===== src/rtl/lfsr_pkg.sv =====
// Shared LFSR definitions: recommended maximal-length tap masks and a single-shift helper.
// Helpers operate on a 32-bit word; callers zero-extend narrower states and truncate results.
package lfsr_pkg;

  localparam int LFSR_MAX_W = 32;
  typedef logic [LFSR_MAX_W-1:0] lfsr_word_t;

  localparam logic [3:0]  TAPS_4  = 4'h9;
  localparam logic [6:0]  TAPS_7  = 7'h44;
  localparam logic [7:0]  TAPS_8  = 8'hB8;
  localparam logic [15:0] TAPS_16 = 16'hB400;

  // Bits above the caller's width only ever receive the dropped MSB, never feed the parity.
  function automatic lfsr_word_t lfsr_shift(input lfsr_word_t state, input lfsr_word_t taps);
    return {state[LFSR_MAX_W-2:0], ^(state & taps)};
  endfunction

endpackage


===== src/rtl/lfsr_step_n.sv =====
// Combinational STEPS-fold Fibonacci shift returning next state and the last MSB shifted out.
// Zero latency; no flow control.
module lfsr_step_n
  import lfsr_pkg::*;
#(
  parameter int               WIDTH = 7,
  parameter logic [WIDTH-1:0] TAPS  = TAPS_7,
  parameter int               STEPS = 1
) (
  input  logic [WIDTH-1:0] cur,
  output logic [WIDTH-1:0] nxt,
  output logic             msb_out
);

  localparam lfsr_word_t MASK   = lfsr_word_t'((64'd1 << WIDTH) - 64'd1);
  localparam lfsr_word_t TAPS_W = lfsr_word_t'(TAPS);

  lfsr_word_t acc;

  always_comb begin
    acc     = lfsr_word_t'(cur);
    msb_out = 1'b0;
    for (int i = 0; i < STEPS; i++) begin
      msb_out = acc[WIDTH-1];
      acc     = lfsr_shift(acc, TAPS_W) & MASK;
    end
  end

  assign nxt = acc[WIDTH-1:0];

endmodule


===== src/rtl/lfsr_prng.sv =====
// Parametrised Fibonacci LFSR with seed load, zero-load recovery, wrap detect and period measure.
// Outputs registered, one cycle after en/load; no backpressure, en simply advances.
module lfsr_prng
  import lfsr_pkg::*;
#(
  parameter int               WIDTH = 7,
  parameter logic [WIDTH-1:0] TAPS  = TAPS_7,
  parameter logic [WIDTH-1:0] SEED  = WIDTH'(1),
  parameter int               STEPS = 1
) (
  input  logic             clk,
  input  logic             rst_n,
  input  logic             en,
  input  logic             load,
  input  logic [WIDTH-1:0] load_val,
  output logic [WIDTH-1:0] data_out,
  output logic             bit_out,
  output logic             wrap,
  output logic             lockup,
  output logic [WIDTH-1:0] period
);

  // The all-zero state is a fixed point, so a zero seed is replaced by 1.
  localparam logic [WIDTH-1:0] SEED_P = (SEED == '0) ? WIDTH'(1) : SEED;

  if (WIDTH < 3 || WIDTH > 32) begin : g_bad_width
    $error("lfsr_prng: WIDTH must be within 3..32");
  end
  if (STEPS < 1 || STEPS > WIDTH) begin : g_bad_steps
    $error("lfsr_prng: STEPS must be within 1..WIDTH");
  end
  if (!TAPS[WIDTH-1]) begin : g_bad_taps
    $error("lfsr_prng: TAPS MSB must be set");
  end

  logic [WIDTH-1:0] state;
  logic [WIDTH-1:0] start;
  logic [WIDTH-1:0] cnt;
  logic [WIDTH-1:0] cnt_inc;
  logic [WIDTH-1:0] step_nxt;
  logic             step_bit;

  lfsr_step_n #(
    .WIDTH (WIDTH),
    .TAPS  (TAPS),
    .STEPS (STEPS)
  ) u_step (
    .cur     (state),
    .nxt     (step_nxt),
    .msb_out (step_bit)
  );

  assign cnt_inc  = (&cnt) ? cnt : cnt + WIDTH'(1);
  assign data_out = state;

  always_ff @(posedge clk or negedge rst_n) begin
    if (!rst_n) begin
      state   <= SEED_P;
      start   <= SEED_P;
      cnt     <= '0;
      period  <= '0;
      bit_out <= 1'b0;
      wrap    <= 1'b0;
      lockup  <= 1'b0;
    end else if (load) begin
      cnt  <= '0;
      wrap <= 1'b0;
      if (load_val == '0) begin
        state  <= SEED_P;
        start  <= SEED_P;
        lockup <= 1'b1;
      end else begin
        state  <= load_val;
        start  <= load_val;
        lockup <= 1'b0;
      end
    end else if (en) begin
      state   <= step_nxt;
      bit_out <= step_bit;
      lockup  <= 1'b0;
      // Returning to the start value closes a sequence; this enable counts toward it.
      if (step_nxt == start) begin
        wrap   <= 1'b1;
        period <= cnt_inc;
        cnt    <= '0;
      end else begin
        wrap <= 1'b0;
        cnt  <= cnt_inc;
      end
    end else begin
      wrap   <= 1'b0;
      lockup <= 1'b0;
    end
  end

endmodule

===== config.mk =====
export PLATFORM = sky130hd
export DESIGN_NAME = lfsr_prng
export DESIGN_NICKNAME = d
export VERILOG_FILES = /design/src/rtl/lfsr_pkg.sv /design/src/rtl/lfsr_step_n.sv /design/src/rtl/lfsr_prng.sv
export SDC_FILE = /design/constraint.sdc
export NUM_CORES = 1
export LEC_CHECK = 0
export ABC_AREA = 1
export BUFFER_PORTS_ARGS = -buffer_cell sky130_fd_sc_hd__buf_2
export CORE_UTILIZATION = 30
export CTS_CLUSTER_SIZE = 16
export DETAILED_ROUTE_END_ITERATION = 16
export PLACE_DENSITY = 0.58
export SLEW_MARGIN = 20
export SYNTH_ARGS = -nofsm -noshare
export SYNTH_HDL_FRONTEND = slang
export SYNTH_SLANG_ARGS = --single-unit

===== constraint.sdc =====
create_clock -name clk -period 1.3 [get_ports clk]
set_input_delay 0.065 -clock clk [delete_from_list [all_inputs] [get_ports clk]]
set_output_delay 0.065 -clock clk [all_outputs]
set_load 0.02 [all_outputs]

== Yosys cells after proc, flatten, opt, wreduce, memory -nomap -nowiden ==
Cells that the tools add are included.

* Add/subtract/negate cells: 1
* Eq/ne operators: 1
* Multiplexer cells: 12
* Bitwise gates (word level): 1
* Reductions and logical operators: 6

{| class="wikitable"
|+ Operator list
! operator !! count
|-
| 7-bit two-way mux || 7
|-
| 32-bit parity || 1
|-
| 7-bit by 1-bit adder with 7-bit output, second input constant || 1
|-
| 7-bit equality test || 1
|-
| 7-bit zero test || 1
|-
| 7-bit AND reduction || 1
|-
| 1-bit two-way mux || 5
|-
| 3-bit AND reduction || 1
|-
| 2-bit AND reduction || 1
|-
| 2-bit nonzero test || 1
|-
| 1-bit NOT || 1
|}

* Register bits after elaboration: 31
* Input bits: 11
* Output and inout bits: 17
* Logic and storage cells: 28

== Depth between registers and ports, before layout ==
* Word-level depth: 5
* Mapped depth: 8
* Mapped depth without buffers: 8

== Modules after synthesis ==
From an unflattened synthesis, not the netlist that was laid out.

* Cell total of the unflattened synthesis: 197
* Area, all modules: 1,575.3 um2

{| class="wikitable"
|+ By module, submodules not included
! module !! instances !! cells each !! area an instance (um2) !! sequential area each (um2)
|-
| lfsr_prng || 1 || 185 || 1,503.9 || 778.2
|-
| lfsr_step_n || 1 || 12 || 71.3 || 0.0
|}

== Least setup slack after synthesis ==
No wires, ideal clock.

* Kind: reg-to-reg
* Start point: register state[0] (netlist: data_out[0])
* End point: register cnt[5]
* Setup time: 0.117 ns
* Arrival time: 1.229 ns
* Data required time: 1.183 ns
* Setup slack: -0.047 ns
* Stages on the path, launching flop included: 7
* Buffers on the path: 0
* Period minus slack after synthesis: 1.347 ns
* Cell sequence: dfstp_2 xnor2_2 nand2_1 nor2_4 nand3_2 nand3_1 nand2_1

* Longest elaborated chain between the ends: 4

{| class="wikitable"
|+ Ends and longest elaborated chain
! what !! line !! text
|-
| start: declaration || lfsr_prng.sv:36 || <nowiki>logic [WIDTH-1:0] state;</nowiki>
|-
| start signal: assignment || lfsr_prng.sv:73 || <nowiki>state <= load_val;</nowiki>
|-
| start signal: assignment || lfsr_prng.sv:78 || <nowiki>state <= step_nxt;</nowiki>
|-
| 7-bit equality test || lfsr_prng.sv:82 || <nowiki>if (step_nxt == start) begin</nowiki>
|-
| 7-bit two-way mux || lfsr_prng.sv:82 ||
|-
| 7-bit two-way mux || lfsr_prng.sv:77 || <nowiki>end else if (en) begin</nowiki>
|-
| 7-bit two-way mux || lfsr_prng.sv:65 || <nowiki>end else if (load) begin</nowiki>
|-
| end signal: assignment || lfsr_prng.sv:88 || <nowiki>cnt <= cnt_inc;</nowiki>
|-
| end: declaration || lfsr_prng.sv:38 || <nowiki>logic [WIDTH-1:0] cnt;</nowiki>
|}

No other way between the ends. The select of a mux whose other input is x is not followed.
A chain may end at the register's enable or synchronous reset.

== Final worst setup path ==
* Start point: register state[0] (netlist: data_out[0])
* End point: register period[4]

* Longest elaborated chain between the ends: 2

{| class="wikitable"
|+ Ends and longest elaborated chain
! what !! line !! text
|-
| 7-bit equality test || lfsr_prng.sv:82 ||
|-
| 3-bit AND reduction (no line) || -- ||
|-
| end signal: assignment || lfsr_prng.sv:84 || <nowiki>period <= cnt_inc;</nowiki>
|-
| end: declaration || lfsr_prng.sv:20 || <nowiki>output logic [WIDTH-1:0] period</nowiki>
|}

No other way between the ends.

==> out/qor.csv <==
metric;value;unit
slowest_stage;dfstp_2;
io_pins;28;
num_rows;26;
routabilityCongestion;0.811;
dp_slack;-0.0706;ns
ir_drop;0.000455;V
fin_setup_tns;-0.311;ns
final.period_utilization;103;%
tightest_slew;0.399;ns
hold_violations;0;
grt_pass1_vias;1375;
grt_max_degree;32;
crit_chain;xnor2_2 > buf_4 > nand3_4 > nor2_4 > nand4_1 > nand2_1;
start_util;31.8;%
vias;1397;
reg2reg_slack;-0.04;ns
clock_skew;0.00792;ns
ff2ff_path_depth;6;
netlist-cell-type-count;29;
diodes;0;
cp.required;1.52;ns
max_freq;744;MHz
min_to;start[6];
synth.most_common_cell;nand2_1;
crit_path_max_fanout;7;
die_h;76.3;um
arrival;1.56;ns
drc;0;
timing.rr.start;data_out[0];
gr-total-overflow;0;
die-area;5810;um2
synth_edf_count;0;
wire_per_inst;11.7;um
synth_area_leaders;dfrtp_1, nand2_1, nand3_1, inv_1, dfstp_2;
numCtsBuffers;5;
root_buffer;clkbuf_8;
place.detailed.hpwl;2.66;mm
portBuffers;27;
critPathLaunchType;register;
drv_slew;0;
cts_buffer_depth;2;
synth.largest_area_cell;dfrtp_1;
rsz0062_at_grt;true;
nets;254;
hp-class;in -> reg;
cts_tree;done;
wl;3.66;mm
hp-start;load_val[6];
synth_area;1650;um2
synthFlopType;dfrtp_1;
die_w;76.3;um
syn_area_per_cell;8.44;um2
grt_pass1_wl;6.33;mm
vias_per_cell;4.48;
antenna_found_initial;0;
cts.sinks;31;
maxSlewHeadroom;73.4;%
status;finished, violations left;
grtUsageTotal;13.9;%
ys_seq_elements;31;
syn2layout_area_growth;26.4;%
reg2reg_to;period[4];
synth_cells;196;
crit_type;reg -> reg;
setup_viol;12;
p_leak;1.11;nW
postRouteAntennaNets;0;
worstSkewPairLatency;0.28;ns
synth-async-reset-ratio;100;%
final_cells;312;
slowest_delay;0.55;ns
cp-end-kind;register;
drt-initial-drc-count;29;
worst_slack;-0.0435;ns
maxCapViolCount;0;
synth_common_cells;nand2_1, dfrtp_1, inv_1;
dp_cells;303;
holdWs;0.0214;ns
cts.clk_slew.worst_paths;0.07;ns
netlist.area_leader.share;43.9;%
violations;negative setup slack;
htree_num_levels;2;
drive_gt1_share;32.2;%
coreArea;5200;um2
drt_pass1_iterations;4;
crit_path_start;data_out[0];
min_path_cells;3;
pwr_density_cell;1150;nW/um2
synth_seq_area_share;47.0;%
post-route-min-period;1.34;ns
ys_warn_count;0;
synth_nets;208;
-- flip-flops by register name, indices dropped and copies added, names as in the netlist --
register	count
bit_out	1
cnt	7
data_out	7
lockup	1
period	7
start	7
wrap	1
-- per-stage QoR --
stage	total power, mW	util (%)	area [um2]
after CTS	2.42	39.8	2070
final	2.41	40.2	2090
after floorplan	1.42	-	1650
after global routing	2.54	40.2	2090
after detailed placement	1.61	37.5	1950
after global placement	1.60	37.5	1950
-- cell usage in the layout (no fill, tap or decap), types with 2 or more instances in the layout --
master and instances:
inv_1 23, nor2_2 2, buf_2 27, nand2_1 61, nand2_2 6, buf_4 15, dfstp_2 2, o221ai_1 3
xnor2_2 2, nand4_1 8, nand3_2 2, nand3_4 2, nor2_4 4, clkbuf_8 6, o21ai_0 9, o211ai_1 4
nor2_8 2, nand3_1 16, nor2_1 3, inv_2 5, dfrtp_1 29
-- worst max-delay path by stage --
stage / end / depth (start not counted) / slack [ns]
after global placement: cnt[1] / 6 / -0.05
after floorplan: cnt[5] / 6 / -0.05
after global routing: period[4] / 6 / -0.13
after detailed placement: cnt[3] / 6 / -0.07
final: period[4] / 6 / -0.04
after CTS: period[6] / 6 / -0.06
-- final cells by class --
type / count / area, um2
Fill cell: 531 / 3110
Timing Repair Buffer: 43 / 258
Clock buffer: 6 / 82.6
Tap cell: 70 / 87.6
Sequential cell: 31 / 778
Inverter: 28 / 105
Clock inverter: 1 / 5.00
Multi-Input combinational cell: 133 / 774
-- power breakdown --
| group | switching (mW) | leakage, nW | internal, mW |
|---|---|---|---|
| logic | 0.330 | 0.660 | 0.213 |
| registers | 0.0502 | 0.401 | 1.04 |
| clock network | 0.364 | 0.0470 | 0.415 |
| total | 0.745 | 1.11 | 1.66 |
-- repair_timing --
| action | in CTS | in global routing |
|---|---|---|
| endpoints found under the setup margin | 14 | 15 |
| hold endpoints to repair | 29 | 0 |
| pin swaps | 0 | 5 |
| resized for setup | 3 | 3 |
| hold buffers | 1 | 0 |
| setup buffers | 1 | 0 |
-- per-layer routing --
metal  wire length, um  track usage (%)  vias up
met3               102             3.35        7
met1              1810             17.9      642
met4                94             7.12        0
met5                 0                0        -
met2              1650             21.4       24
li1                  -                -      724
-- worst max-delay path, delay by kind of cell, from the launching register on --
kind,cells,cell delay [ns]
xor+xnor,1,0.13
simple gates,4,0.43
buf+inv,1,0.15
flops,1,0.55
-- logic make-up (layout without fill, tap and decap cells) --
logic type / count (synthesis) / in the layout / synth area share, %
AND/OR/NAND/NOR: 110 / 110 / 34.6
flip-flops: 31 / 31 / 47.1
XOR/XNOR: 4 / 4 / 2.57
AO/OA/AOI/OAI: 18 / 18 / 6.81
buffers and inverters: 32 / 78 / 8.24
adder cells (fa/ha/maj): 1 / 1 / 0.756
Note: power is estimated with default switching activity, not from simulation.
